File: src/rtl/r5fp_fp2int_pkg.sv
// Shared definitions for the R5FP float-to-integer conversion pipeline:
// status-word bit positions, operand class encoding and integer limit helpers.
package r5fp_fp2int_pkg;

  // Bit positions inside the 8-bit R5FP status word.
  localparam int STATUS_INVALID = 2;
  localparam int STATUS_INEXACT = 5;

  typedef enum logic [1:0] {
    CLS_ZERO   = 2'd0,
    CLS_NORMAL = 2'd1,
    CLS_INF    = 2'd2,
    CLS_NAN    = 2'd3
  } fpClass_t;

  // Largest representable integer for a target width and signedness.
  // The unsigned 64-bit case wraps 1<<64 to 0, so the subtraction yields all ones.
  function automatic logic [63:0] maxInt(input int intW, input logic isSigned);
    return (64'd1 << (intW - (isSigned ? 1 : 0))) - 64'd1;
  endfunction

  // Most negative representable integer (two's complement pattern); 0 when unsigned.
  function automatic logic [63:0] minInt(input int intW, input logic isSigned);
    return isSigned ? (64'd1 << (intW - 1)) : 64'd0;
  endfunction

endpackage

File: src/rtl/r5fp_fp2int_core.sv
// Combinational stage-2 datapath: aligns the significand, then saturates,
// negates and raises invalid/inexact with RISC-V fcvt semantics.
module r5fp_fp2int_core
  import r5fp_fp2int_pkg::*;
#(
  parameter int SIG_W = 23,
  parameter int EXP_W = 8,
  parameter int INT_W = 32
) (
  input  logic                    sign,
  input  logic signed [EXP_W:0]   expUnb,
  input  logic        [SIG_W:0]   sigFull,
  input  fpClass_t                cls,
  input  logic                    isSigned,
  input  logic                    inexact,
  output logic        [INT_W-1:0] intRes,
  output logic        [7:0]       status
);

  localparam int SH_W    = INT_W + SIG_W + 1;
  localparam int SHAMT_W = $clog2(SH_W);
  localparam logic signed [EXP_W:0] E_SIGNED_MAX = (EXP_W + 1)'(INT_W - 2);
  localparam logic signed [EXP_W:0] E_TOP        = (EXP_W + 1)'(INT_W - 1);

  logic               expNeg;
  logic               inRange;
  logic               fracZero;
  logic [SHAMT_W-1:0] shamt;
  logic [SH_W-1:0]    shifted;
  logic [INT_W-1:0]   mag;
  logic [INT_W-1:0]   maxPos;
  logic [INT_W-1:0]   minNeg;
  logic               invalid;

  assign expNeg   = expUnb[EXP_W];
  assign inRange  = !expNeg && (expUnb <= E_TOP);
  assign fracZero = (sigFull[SIG_W-1:0] == '0);

  // The significand sits right-aligned with its binary point at bit SIG_W;
  // shifting by e and dropping the low SIG_W bits yields the integer value.
  assign shamt   = inRange ? SHAMT_W'(expUnb) : '0;
  assign shifted = SH_W'(sigFull) << shamt;
  assign mag     = INT_W'(shifted >> SIG_W);

  assign maxPos = INT_W'(maxInt(INT_W, isSigned));
  assign minNeg = INT_W'(minInt(INT_W, isSigned));

  // NOTE: every output of a combinational block gets a default first so no
  // path leaves it unassigned, which would otherwise infer a latch.
  always_comb begin
    intRes  = '0;
    invalid = 1'b0;
    unique case (cls)
      CLS_ZERO: intRes = '0;
      CLS_NAN: begin
        intRes  = maxPos;
        invalid = 1'b1;
      end
      CLS_INF: begin
        intRes  = sign ? minNeg : maxPos;
        invalid = 1'b1;
      end
      CLS_NORMAL: begin
        if (sign && !isSigned) begin
          invalid = 1'b1;
        end else if (expNeg) begin
          intRes = '0;
        end else if (isSigned) begin
          if (expUnb <= E_SIGNED_MAX) begin
            intRes = sign ? -mag : mag;
          end else begin
            // -2^(INT_W-1) is the single in-range value at the top exponent.
            intRes  = sign ? minNeg : maxPos;
            invalid = !(sign && (expUnb == E_TOP) && fracZero);
          end
        end else if (expUnb <= E_TOP) begin
          intRes = mag;
        end else begin
          intRes  = maxPos;
          invalid = 1'b1;
        end
      end
    endcase
  end

  always_comb begin
    status                 = '0;
    status[STATUS_INVALID] = invalid;
    status[STATUS_INEXACT] = inexact && !invalid;
  end

endmodule

File: src/rtl/r5fp_fp2int_pipe.sv
// Two-register elastic pipeline converting an integral IEEE value to a signed
// or unsigned integer; stage 1 decodes the operand, stage 2 holds the result.
module r5fp_fp2int_pipe
  import r5fp_fp2int_pkg::*;
#(
  parameter int SIG_W = 23,
  parameter int EXP_W = 8,
  parameter int INT_W = 32
) (
  input  logic                   clk,
  input  logic                   reset,
  input  logic                   in_valid,
  output logic                   in_ready,
  input  logic [SIG_W+EXP_W:0]   a_i,
  input  logic                   inexact_i,
  input  logic                   signed_i,
  output logic                   out_valid,
  input  logic                   out_ready,
  output logic [INT_W-1:0]       int_o,
  output logic [7:0]             status_o
);

  localparam int FP_W = SIG_W + EXP_W + 1;
  localparam logic [EXP_W:0] BIAS = (EXP_W + 1)'((1 << (EXP_W - 1)) - 1);

  logic                 inSign;
  logic [EXP_W-1:0]     inExp;
  logic [SIG_W-1:0]     inFrac;
  fpClass_t             inClass;

  logic                 v1;
  logic                 v2;
  logic                 load1;
  logic                 load2;
  logic                 accept;

  logic                 s1Sign;
  logic signed [EXP_W:0] s1Exp;
  logic [SIG_W:0]       s1Sig;
  fpClass_t             s1Class;
  logic                 s1Signed;
  logic                 s1Inexact;

  logic [INT_W-1:0]     coreInt;
  logic [7:0]           coreStatus;

  assign inSign = a_i[FP_W-1];
  assign inExp  = a_i[SIG_W +: EXP_W];
  assign inFrac = a_i[SIG_W-1:0];

  // Subnormals are folded into the zero class: they can only round to 0.
  always_comb begin
    inClass = CLS_NORMAL;
    if (inExp == '0) begin
      inClass = CLS_ZERO;
    end else if (inExp == '1) begin
      inClass = (inFrac == '0) ? CLS_INF : CLS_NAN;
    end
  end

  // Stage 1 may advance whenever it is empty or stage 2 is taking its beat,
  // which is exactly !v1 || !v2 || out_ready.
  assign load2     = !v2 || out_ready;
  assign load1     = !v1 || load2;
  assign in_ready  = load1;
  assign accept    = in_valid && in_ready;
  assign out_valid = v2;

  // NOTE: sequential state is written with non-blocking assignments so every
  // register samples pre-edge values regardless of block evaluation order.
  always_ff @(posedge clk) begin
    if (reset) begin
      v1 <= 1'b0;
    end else if (load1) begin
      v1 <= accept;
    end
  end

  // NOTE: payload registers carry no reset; the valid bits alone decide
  // whether their contents are ever observed.
  always_ff @(posedge clk) begin
    if (accept) begin
      s1Sign    <= inSign;
      s1Exp     <= $signed({1'b0, inExp} - BIAS);
      s1Sig     <= {1'b1, inFrac};
      s1Class   <= inClass;
      s1Signed  <= signed_i;
      s1Inexact <= inexact_i;
    end
  end

  r5fp_fp2int_core #(
    .SIG_W (SIG_W),
    .EXP_W (EXP_W),
    .INT_W (INT_W)
  ) u_core (
    .sign     (s1Sign),
    .expUnb   (s1Exp),
    .sigFull  (s1Sig),
    .cls      (s1Class),
    .isSigned (s1Signed),
    .inexact  (s1Inexact),
    .intRes   (coreInt),
    .status   (coreStatus)
  );

  // Outputs only change when a new beat moves in, so they hold under a stall.
  always_ff @(posedge clk) begin
    if (reset) begin
      v2       <= 1'b0;
      int_o    <= '0;
      status_o <= '0;
    end else if (load2) begin
      v2 <= v1;
      if (v1) begin
        int_o    <= coreInt;
        status_o <= coreStatus;
      end
    end
  end

endmodule

File: config.mk
export PLATFORM = sky130hd
export DESIGN_NAME = r5fp_fp2int_pipe
export DESIGN_NICKNAME = d
export VERILOG_FILES = /design/src/rtl/r5fp_fp2int_pkg.sv /design/src/rtl/r5fp_fp2int_core.sv /design/src/rtl/r5fp_fp2int_pipe.sv
export SDC_FILE = /design/constraint.sdc
export NUM_CORES = 1
export LEC_CHECK = 0
export CORE_UTILIZATION = 35
export CTS_CLUSTER_DIAMETER = 30
export DETAILED_ROUTE_END_ITERATION = 10
export SYNTH_ARGS = -nofsm -noshare
export SYNTH_HDL_FRONTEND = slang
export SYNTH_SLANG_ARGS = --single-unit
export TNS_END_PERCENT = 50
File: constraint.sdc
create_clock -name clk -period 5.5 [get_ports clk]
set_input_delay 0.55 -clock clk [delete_from_list [all_inputs] [get_ports clk]]
set_output_delay 0.55 -clock clk [all_outputs]
set_load 0.02 [all_outputs]
==> results by stage <==
Drt:
- The final layout contains routed wiring with a total length of 23300 um.
- The routed via count divided by cell count is 6.51.
- The via total after detailed routing is 7131.
- In the final routed layout, each cell accounts on average for 21.3 um.
- In this run, the number of DRC markers left after iteration 0 of detailed routing was 942.
- For this run, the detailed router's first-pass iteration total came to 6.
- The post-detailed-route count of antenna-violating nets is 0.
- After detailed routing, the number of remaining DRC violations is 0.

Outcome:
- The flow ran to the end, and the final reports show no timing, DRC or antenna violations.

Cells and area:
- Of the cells placed in the final design, the portion with a size suffix greater than 1 is 0.0805.
- The most frequent standard cell in the layout excluding fill and tap cells is a21oi_1.
- The total number of nets in the final design is 907.
- After routing the design area is 7570 sq um.
- The layout overhead on the synthesized area is 20.1%.
- The library cells used most frequently in the layout, excluding fill and tap cells, are 83 x a21oi_1, 80 x nand2_1, 73 x clkdlybuf4s50_1, 70 x nor2_1, 50 x nand3_1.
- The antenna diode count is 0.

Clock tree:
- The count of hold buffers inserted by post-cts repair is 0.
- The post-CTS repair timing setup buffer count is 0.
- In this run, post-CTS repair resized a total of 0 instances.
- The total clock sinks is 73.
- After clock tree synthesis, the clock-pin slew on the worst setup and hold paths is 0.06 ns.
- The total clock buffers created by CTS is 9.
- TritonCTS built the clock tree.
- The later pin in the worst-skew pair is clocked with a latency of 0.36 ns.
- The tree is rooted in a clkbuf_16.
- Counting along the longest clock path gives a buffer depth of 2.
- CTS built an H-tree with a depth of 3.

Power and ir drop:
- The total power density per cell area is 218 nW/um^2.
- The design draws 1.65 mW.
- Across the VDD grid, the largest voltage drop is 207 uV.
- The cell leakage power is 2.72 nW.

Global routing:
- The initial antenna violation count is 0.
- The residual overflow from global routing is 0.
- Across every metal layer, demand over resource in global routing totals 0.255.
- Entering global routing, the biggest net connects 47 pins.
- The wire length of the first global-routing pass is 36100 um.
- The number of global-route vias before repair was 6394.

Synthesis:
- By area the synthesized netlist is led by edfxtp_1 18%, dfxtp_1 11%, a21oi_1 6.6%, nand2_1 4.8%, mux2i_1 4.3%.
- Each instance of the synthesized netlist takes up on average 7.76 sq um.
- After synthesis, the share of flip-flops with an asynchronous set or reset is 0.
- The mapped cell area is 6310 sq um.
- The part of the Yosys area used for sequential elements is 0.290.
- The cell count after synthesis came out at 813.
- For this run, the number of Yosys warnings is 0.
- The netlist uses 76 different library cells.
- Among all flip-flop cells after synthesis, the most frequent one is edfxtp_1.
- Counting flops and latches in the post-synthesis netlist gives 73.
- The largest total area in the synthesized netlist belongs to edfxtp_1.
- The synthesized design contains 37 enable-type register cells.
- The top cell type's share of synthesized area is 0.176.

Placed design:
- Input and output buffers added on the ports amount to 73.
- In this run the cell area measured after placement is 7270 sq um.
- The HPWL after detailed placement is 17200 um.
- Timing analysis after detailed placement gives a worst setup slack of 0.918 ns.
- Routability-driven placement finished with a final weighted congestion of 0.986.

Critical path:
- STA puts the critical path data arrival time at 4.92 ns.
- The total buffers and inverters traversed by the critical path is 0.
- The kind of cell with the highest combined delay along the critical path is simple AND/OR/NAND/NOR gates.
- The worst setup path category is reg2reg.
- The type of element launching the critical path is a flip-flop.
- The signal on the critical path passes through or4_1 > nor2_1 > a21oi_1 > o22a_1 > o2bb2ai_1 > ha_1 > nand3_1 > nor4_4 > nand3_2 > or3_1 > a22o_1 > a221o_1.
- The largest stage delay on the critical path is 0.73 ns.
- The slowest stage of the critical path is the or4_1 cell.
- STA classifies the critical path endpoint as a flip-flop.
- The largest fanout of any net on the critical path is 12.
- For the worst setup path, the data required time is 5.74 ns.

STA:
- The number of failing hold endpoints at the final stage is 0.
- The worst hold slack is 0.456 ns.
- The post-route worst setup slack is 0.822 ns.
- After layout, the minimum clock period comes to 4.68 ns.
- Across the routed clock network, the largest skew measured is 0.0187 ns.
- Setup repair after global routing left no endpoint under its margin.
- After routing, the total negative slack on setup checks comes to 0 ns.
- In this run the tightest slew margin relative to its limit is 0.235.
- The count of final setup violators is 0.
- The fmax is 0.214 GHz.
- The final number of max-transition violations came to 0.
- Of the available clock period, the critical path in the final layout requires 0.851.
- At the pin with the least slew margin, the transition time is 1.14 ns.

Worst hold path:
- In this run the worst hold path is classified as reg2reg.

Die:
- After floorplanning, the core was divided into 48 placement rows.
- The floorplan step defined a core boundary enclosing 17400 sq um.
- The die covers 18600 sq um.
- The floorplan step set the die width to 136 um.
- In this run the count of I/O pins placed on the die edge is 80.
- The height of the die is 136 um.
- The initial core utilization is 0.362.

Flow run:
- The max-capacitance violation count is 0.
## final timing paths
| path | from | end | slack [ns] | cells past startpoint |
|---|---|---|---|---|
| worst max-delay path | s1Exp[8]$_DFFE_PP_ | int_o[18]$_SDFFE_PP0P_ | 0.82 | 12 |
| worst min-delay path | int_o[11]$_SDFFE_PP0P_ | int_o[11]$_SDFFE_PP0P_ | 0.46 | 2 |
| worst max register to register | s1Exp[8]$_DFFE_PP_ | int_o[18]$_SDFFE_PP0P_ | 0.82 | 12 |
| worst min register to register | int_o[11]$_SDFFE_PP0P_ | int_o[11]$_SDFFE_PP0P_ | 0.46 | 2 |
## power breakdown
part / switching (mW) / internal, mW / total, mW
Combinational: 0.246 / 0.155 / 0.401
Sequential: 0.0379 / 0.605 / 0.643
Clock: 0.256 / 0.347 / 0.604
Total: 0.540 / 1.11 / 1.65
## state kept, by name (all words and copies together), names as in the netlist
| register | cells |
|---|---|
| v1 | 1 |
| int_o | 32 |
| s1Inexact | 1 |
| s1Class | 2 |
| s1Sig | 23 |
| out_valid | 1 |
| status_o | 2 |
| s1Sign | 1 |
| s1Exp | 9 |
| s1Signed | 1 |
## kinds of logic (layout without fill, tap and decap cells)
group                    count (synthesis)  in the layout  synth area share
buffers and inverters                   81            133            0.0550
AO/OA/AOI/OAI                          282            282             0.305
adder cells (fa/ha/maj)                  4              4           0.00794
multiplexers                            35             35            0.0643
flip-flops                              73             73             0.290
other                                    1              6          0.000595
AND/OR/NAND/NOR                        327            327             0.262
XOR/XNOR                                10             10            0.0139
## synth_stat cells, types with 9 or more instances
master / count
o32a_1: 9
o211ai_1: 15
and2_1: 15
mux2i_1: 27
dfxtp_1: 36
nand2b_1: 10
edfxtp_1: 37
clkbuf_1: 42
o21ai_0: 40
inv_1: 18
nand2_1: 80
nor2b_1: 15
nor2_1: 70
a31oi_1: 13
and3_1: 10
o22ai_1: 14
nand3_1: 50
o31ai_1: 9
nor4_1: 15
nor3_1: 26
a21oi_1: 83
## final cells by class
class,count,area (sq um)
fillers,1761,9850
multi-input cells,664,4150
flip-flops and latches,73,1830
repair buffers,99,938
well taps,225,282
clock buffers,11,264
inverters,18,67.6
clock inverters,5,36.3
## worst min-delay path, cell delays in order (launching register included)
cell	delay, ns
dfxtp_1	0.31
nand2_1	0.05
a21oi_1	0.05
## per-stage QoR
step           utilization  cells
6_report             0.435   1095
5_1_grt              0.435   1095
4_1_cts              0.435   1095
3_5_place_dp         0.417   1079
3_3_place_gp         0.417   1079
2_1_floorplan            -    818
## per-layer routing
layer | vias to the layer above | track usage | routed length [um]
met5 | - | 0 | 0
met3 | 87 | 0.0496 | 2600
met1 | 3315 | 0.350 | 9690
met4 | 0 | 0.144 | 1210
li1 | 3233 | - | -
met2 | 496 | 0.371 | 9770
Note: power is estimated with default switching activity, not from simulation.
